<file path="config.mk">
export PLATFORM = sky130hd
export DESIGN_NAME = nibble_serial_add_seq
export DESIGN_NICKNAME = d
export VERILOG_FILES = /design/src/rtl/nibble_serial_add_seq.sv
export SDC_FILE = /design/constraint.sdc
export NUM_CORES = 1
export LEC_CHECK = 0
export CORE_AREA = 2 2 81 83
export CTS_CLUSTER_SIZE = 8
export DETAILED_ROUTE_END_ITERATION = 12
export DIE_AREA = 0 0 83 85
export GPL_ROUTABILITY_DRIVEN = 0
export HOLD_SLACK_MARGIN = 0.1
export PLACE_DENSITY = 0.77
export SLEW_MARGIN = 20
export SYNTH_ARGS = -nofsm -noshare
export SYNTH_HDL_FRONTEND = slang
export SYNTH_SLANG_ARGS = --single-unit
</file>
<file path="constraint.sdc">
create_clock -name CLK -period 3 [get_ports CLK]
set_input_delay 0.3 -clock CLK [delete_from_list [all_inputs] [get_ports CLK]]
set_output_delay 0.3 -clock CLK [all_outputs]
set_load 0.01 [all_outputs]
</file>
<file path="src/rtl/nibble_serial_add_seq.sv">
`timescale 1ns/1ps
// nibble_serial_add_seq
// Feeds wide operands, one nibble per cycle with the least significant nibble
// first, to an external combinational 4-bit ripple-carry adder. The block keeps
// the carry between nibbles in a register and assembles the sum nibbles into
// the wide result, so one small adder can serve a wide add or subtract.
//
//   state   | meaning
//   --------+------------------------------------------------------------
//   IDLE    | In_ready=1, waiting for In_valid to latch the operands
//   RUN     | one nibble per cycle through the external adder, k = 0..N-1
//   DONE    | Out_valid=1, result held until Out_ready
module nibble_serial_add_seq #(
    parameter int NIBBLES = 4
) (
    input  logic                   CLK,
    input  logic                   RST,
    input  logic                   In_valid,
    output logic                   In_ready,
    input  logic [4*NIBBLES-1:0]   Op_A,
    input  logic [4*NIBBLES-1:0]   Op_B,
    input  logic                   Cin,
    input  logic                   Sub,
    output logic [3:0]             Add_A,
    output logic [3:0]             Add_B,
    output logic                   Add_Cin,
    input  logic [3:0]             Add_S,
    input  logic                   Add_Cout,
    output logic                   Out_valid,
    input  logic                   Out_ready,
    output logic [4*NIBBLES-1:0]   Sum,
    output logic                   Cout,
    output logic                   Ovf
);

    localparam int W  = 4 * NIBBLES;
    // The nibble index needs at least one bit, even when there is only one nibble.
    localparam int KW = (NIBBLES > 1) ? $clog2(NIBBLES) : 1;

    localparam logic [1:0] ST_IDLE = 2'd0;
    localparam logic [1:0] ST_RUN  = 2'd1;
    localparam logic [1:0] ST_DONE = 2'd2;

    logic [1:0]    state_q;
    logic [KW-1:0] k_q;
    logic          carry_q;
    logic [W-1:0]  a_q;
    logic [W-1:0]  beff_q;
    logic [W-1:0]  sum_q;
    logic          cout_q;
    logic          ovf_q;

    logic [3:0]    add_a;
    logic [3:0]    add_b;
    logic          add_cin;
    logic          last_nib;

    assign last_nib = (k_q == KW'(NIBBLES - 1));

    // Select nibble k of the latched operands for the adder; drive zeros outside RUN.
    always_comb begin
        add_a   = 4'h0;
        add_b   = 4'h0;
        add_cin = 1'b0;
        if (state_q == ST_RUN) begin
            add_cin = carry_q;
            for (int i = 0; i < NIBBLES; i++) begin
                if (k_q == KW'(i)) begin
                    add_a = a_q[i*4 +: 4];
                    add_b = beff_q[i*4 +: 4];
                end
            end
        end
    end

    // Sequencing state: operand latch on accept, carry and nibble index during RUN.
    always_ff @(posedge CLK or posedge RST) begin
        if (RST) begin
            state_q <= ST_IDLE;
            k_q     <= '0;
            carry_q <= 1'b0;
            a_q     <= '0;
            beff_q  <= '0;
        end else begin
            case (state_q)
                ST_IDLE: begin
                    if (In_valid) begin
                        a_q     <= Op_A;
                        // Subtraction is A + ~B + 1; the forced carry-in supplies the +1.
                        beff_q  <= Sub ? ~Op_B : Op_B;
                        carry_q <= Sub ? 1'b1 : Cin;
                        k_q     <= '0;
                        state_q <= ST_RUN;
                    end
                end
                ST_RUN: begin
                    carry_q <= Add_Cout;
                    if (last_nib) begin
                        k_q     <= '0;
                        state_q <= ST_DONE;
                    end else begin
                        k_q <= k_q + KW'(1);
                    end
                end
                ST_DONE: begin
                    if (Out_ready) begin
                        state_q <= ST_IDLE;
                    end
                end
                default: begin
                    state_q <= ST_IDLE;
                end
            endcase
        end
    end

    // Collect sum nibbles; final carry and signed overflow come from the top nibble.
    always_ff @(posedge CLK or posedge RST) begin
        if (RST) begin
            sum_q  <= '0;
            cout_q <= 1'b0;
            ovf_q  <= 1'b0;
        end else if (state_q == ST_RUN) begin
            for (int i = 0; i < NIBBLES; i++) begin
                if (k_q == KW'(i)) begin
                    sum_q[i*4 +: 4] <= Add_S;
                end
            end
            if (last_nib) begin
                cout_q <= Add_Cout;
                ovf_q  <= (a_q[W-1] == beff_q[W-1]) && (Add_S[3] != a_q[W-1]);
            end
        end
    end

    assign In_ready  = (state_q == ST_IDLE);
    assign Out_valid = (state_q == ST_DONE);
    assign Add_A     = add_a;
    assign Add_B     = add_b;
    assign Add_Cin   = add_cin;
    assign Sum       = sum_q;
    assign Cout      = cout_q;
    assign Ovf       = ovf_q;

endmodule
</file>
Word level (Yosys, flattened, before mapping)

Cells that the tools add are included.

Register bits: 55
Bits of input ports: 43
Output and inout bits: 29
Word-level logic and storage cells: 56

Add/sub/neg operators: 1
Eq/ne operators: 10
Multiplexer cells: 22
Bitwise gates (word level): 1
Reduce and logical (&&, ||, !) cells: 11

Operators with widths:

| cell                                           | number |
|---|---|
| 2-to-1 mux 4 bit                               | 10 |
| 2-to-1 mux 16 bit                              | 1 |
| NOT 16 bit                                     | 1 |
| AND reduction 2 bit                            | 6 |
| 2-to-1 mux 2 bit                               | 5 |
| == test 2 bit (second input constant)          | 3 |
| case mux 2 bit (3 select lines)                | 1 |
| == test 2 x 1 -> 1 bit (second input constant) | 2 |
| logical NOT 2 bit                              | 2 |
| != test 2 bit (second input constant)          | 2 |
| case mux 2 bit (2 select lines)                | 1 |
| 2-to-1 mux 1 bit                               | 3 |
| AND reduction 3 bit                            | 1 |
| adder 2 x 1 -> 2 bit (second input constant)   | 1 |
| != test 2 x 1 -> 1 bit (second input constant) | 1 |
| case mux 1 bit (2 select lines)                | 1 |
| nonzero test 2 bit                             | 1 |
| == test 1 bit                                  | 1 |
| logical AND 1 bit                              | 1 |
| != test 1 bit                                  | 1 |

Logic depth before layout (Yosys ltp)

Depth in word-level cells: 6
Gate-level depth with buffers: 6
Mapped depth without buffers: 5

Least setup slack after synthesis

OpenSTA, ideal clock, no wires.

Path kind: reg2out
From: reg k_q[0]
To: out Add_B[3]
Arrival: 1,505 ps
Slack: 1,195 ps
Stages on the path, launching flop included: 7
Cell sequence: dfrtp_1 > inv_1 > ha_1 > nor2b_1 > clkbuf_1 > a221oi_1 > o32ai_1

Cells in the longest elaborated chain, start to end: 6

RTL lines:

| what                          | line | source |
|---|---|---|
| from (decl)                   | 45   | `logic [KW-1:0] k_q;` |
| from (signal assigned)        | 102  | `k_q <= k_q + KW'(1);` |
| logical NOT 2 bit             | 68   | `if (k_q == KW'(i)) begin` |
| 2-to-1 mux 4 bit (3 in a row) | 68   |  |
| 2-to-1 mux 4 bit *            | 68   |  |
| 2-to-1 mux 4 bit *            | 65   | `if (state_q == ST_RUN) begin` |
| to (decl)                     | 25   | `output logic [3:0] Add_B,` |

Mark *: on every way between the ends. The rest lies on a longest branch, timed or not.

Final worst setup path

From: reg k_q[0]
To: out Add_B[0]

The elaborated chain is that of the path after synthesis.

==> results.json <==
{
  "grt_pass1_vias": 2052,
  "overflow": 0,
  "async_reset_ff_share_pct": 100,
  "drt-initial-drc-count": 131,
  "relSlewSlack_pct": 41.2,
  "power.net_switching_mw": 1.32,
  "filler_cell_count": 560,
  "netSwitchingFraction_pct": 37.6,
  "syn_to_final_growth_pct": 30.7,
  "num_vias": 2027,
  "synth_area_leaders": "dfrtp_1 (52%), nand2_1 (10%), mux2_2 (7.2%)",
  "cts_sinks": 55,
  "clock_latency_ns": 0.30,
  "final_area_um2": 3490,
  "n_antenna_cell": 0,
  "share_seq_of_total_power_pct": 37.8,
  "final_layout_size_suffix_gt1_share_pct": 16.3,
  "syn-cell-area_um2": 2670,
  "postSynthRegisterBits": 55,
  "die_y_um": 85,
  "total_power_mw": 3.51,
  "antenna_left": 0,
  "clockBufferDepth": 2,
  "tns_ns": 0,
  "viasPerCell": 5.11,
  "critPathArrivalTime_ns": 2.50,
  "cap_violations": 0,
  "antenna_found_initial": 0,
  "max_freq_mhz": 357,
  "place_area_um2": 3380,
  "synth_area_leader_cell": "dfrtp_1",
  "grt_max_degree": 52,
  "core-area_um2": 6200,
  "critPathCaptureType": "output pin",
  "io_buffers": 71,
  "die_area_um2": 7060,
  "io_pins": 72,
  "min_period_ns": 2.80,
  "cp-start-kind": "flop",
  "setup_violations": 0,
  "cts_root_buf": "clkbuf_8",
  "start_util_pct": 43.0,
  "grt_setup_unrepaired": "no",
  "required_ns": 2.70,
  "cts_tree": "done",
  "drc": 0,
  "grt_use_total_pct": 17.0,
  "seq_area_frac_synth_pct": 51.6,
  "htreeDepth": 2,
  "finalCritPeriodShare_pct": 93.4,
  "avgSynthCellArea_um2": 10.5,
  "run_status": "completed",
  "rows": 29,
  "layout_commonest_cell": "nand2_1",
  "cts-buffers-inserted": 5,
  "dp_hpwl_um": 4290,
  "skew_ns": 0.00910,
  "firstDrtPassIters": 4,
  "syn_nets": 301,
  "final_max_slew_viol_count": 0,
  "p_leak_nw": 1.49,
  "hold_viol": 0,
  "nets": 366,
  "worstPathMaxFanout": 10,
  "wl_per_cell_um": 14.7,
  "powerDensity_nw_per_um2": 1010,
  "power.internal_mw": 2.19,
  "tightest_slew_ns": 0.879,
  "yosysWarnings": 0,
  "synthFlopType": "dfrtp_1",
  "ir_drop_mv": 0.481,
  "clk_pin_slew_ns": 0.10,
  "yosysUniqueCellTypes": 29,
  "hp-class": "in -> async",
  "power.share.combinational_pct": 50.0,
  "final_cell_mix": "nand2_1 (72), clkdlybuf4s50_1 (71), dfrtp_1 (55)",
  "hold_buffers": 0,
  "wl_um": 5830,
  "criticalPathCategory": "reg -> out",
  "grt_pass1_wl_um": 9590,
  "syn_inst": 254,
  "p_clk_share_pct": 12.2,
  "die_w_um": 83,
  "yosys.area.top_type_share_pct": 51.6,
  "synth_edf_count": 0
}
==> state kept, by name (all words and copies together), names as in the netlist <==
register and flops:
carry_q 1, k_q 2, beff_q 16, state_q 2, a_q 16, Cout 1, Sum 16, Ovf 1
==> routing by layer <==
| layer | track usage, % | vias to the layer above | wire length [um] | part of all wire, % |
|---|---|---|---|---|
| li1 | - | 990 | - | - |
| met1 | 21.8 | 964 | 2580 | 44 |
| met2 | 29.3 | 68 | 2880 | 49 |
| met3 | 4.38 | 5 | 324 | 5.6 |
| met4 | 3.43 | 0 | 42 | 0.72 |
| met5 | 0 | - | 0 | 0 |
==> synth_stat cells, drive strengths merged (2+ instances only) <==
library cell and n:
o32ai 2, inv 4, a221oi 8, nand3 9
nor3b 2, xnor2 16, nor2b 5, ha 4
nand2 73, buf 14, nand2b 2, o21ai 27
o31ai 8, clkbuf 3, dfrtp 55, mux2 17
==> cells by family (layout without fill, tap and decap cells) <==
kind of cell | Yosys count | after routing | share of synthesized area, %
compound gates | 46 | 46 | 13.0
xor+xnor | 16 | 16 | 5.26
fa+ha+maj | 4 | 4 | 1.88
buf+inv | 21 | 87 | 5.30
flops | 55 | 55 | 51.6
mux | 17 | 17 | 7.18
simple gates | 95 | 95 | 15.7
==> layout make-up <==
class                           count  area, um^2  area share (%)
Clock buffer                        6        82.6            2.37
Clock inverter                      2        16.3           0.467
Inverter                            4        15.0           0.431
Multi-Input combinational cell    178        1160            33.2
Sequential cell                    55        1380            39.5
Tap cell                           77        96.3            2.76
Timing Repair Buffer               75         741            21.2
==> worst max-delay path, stage by stage, from the launching register on <==
cell and delay, ns:
dfrtp_1 0.45, inv_1 0.10, ha_1 0.37, inv_1 0.27, o21ai_0 0.15, o31ai_1 0.26
clkdlybuf4s50_1 0.59
==> power by group through the flow <==
stage,Sequential (mW),Clock (mW),Combinational [mW]
3_5_place_dp,1.34,0,1.76
4_1_cts,1.33,0.439,1.77
3_3_place_gp,1.32,0,1.71
5_1_grt,1.37,0.475,1.93
2_1_floorplan,1.34,0,1.08
6_report,1.33,0.430,1.76
==> timing repair <==
item                       4_1_cts  5_1_grt
pin swaps                        0        0
setup endpoints to repair        7        1
resized for setup                1        1
buffers inserted                 0        0
==> path summary, 6_finish.rpt <==
| check | startpoint | to | depth (start not counted) | slack (ns) |
|---|---|---|---|---|
| worst max-delay path | k_q[0] | Add_B[0] | 6 | 0.20 |
| worst min-delay path | RST | a_q[14] | 2 | 0.26 |
| worst max register to register | k_q[0] | Sum[13] | 3 | 0.97 |
| worst min register to register | a_q[9] | a_q[9] | 2 | 0.49 |
| max in group asynchronous | RST | beff_q[14] | 3 | 2.11 |
| min in group CLK | a_q[9] | a_q[9] | 2 | 0.49 |
==> per-stage QoR <==
step                cells  setup WS [ns]  hold WS (ns)  utilization, %
global route          397         0.0365         0.285            56.2
floorplan             254           1.20         0.405               -
detailed placement    389          0.290         0.462            54.5
finish                397          0.199         0.263            56.2
CTS                   397          0.122         0.276            56.1
global placement      389          0.314         0.454            54.4
(Power assumes the default switching activity.)
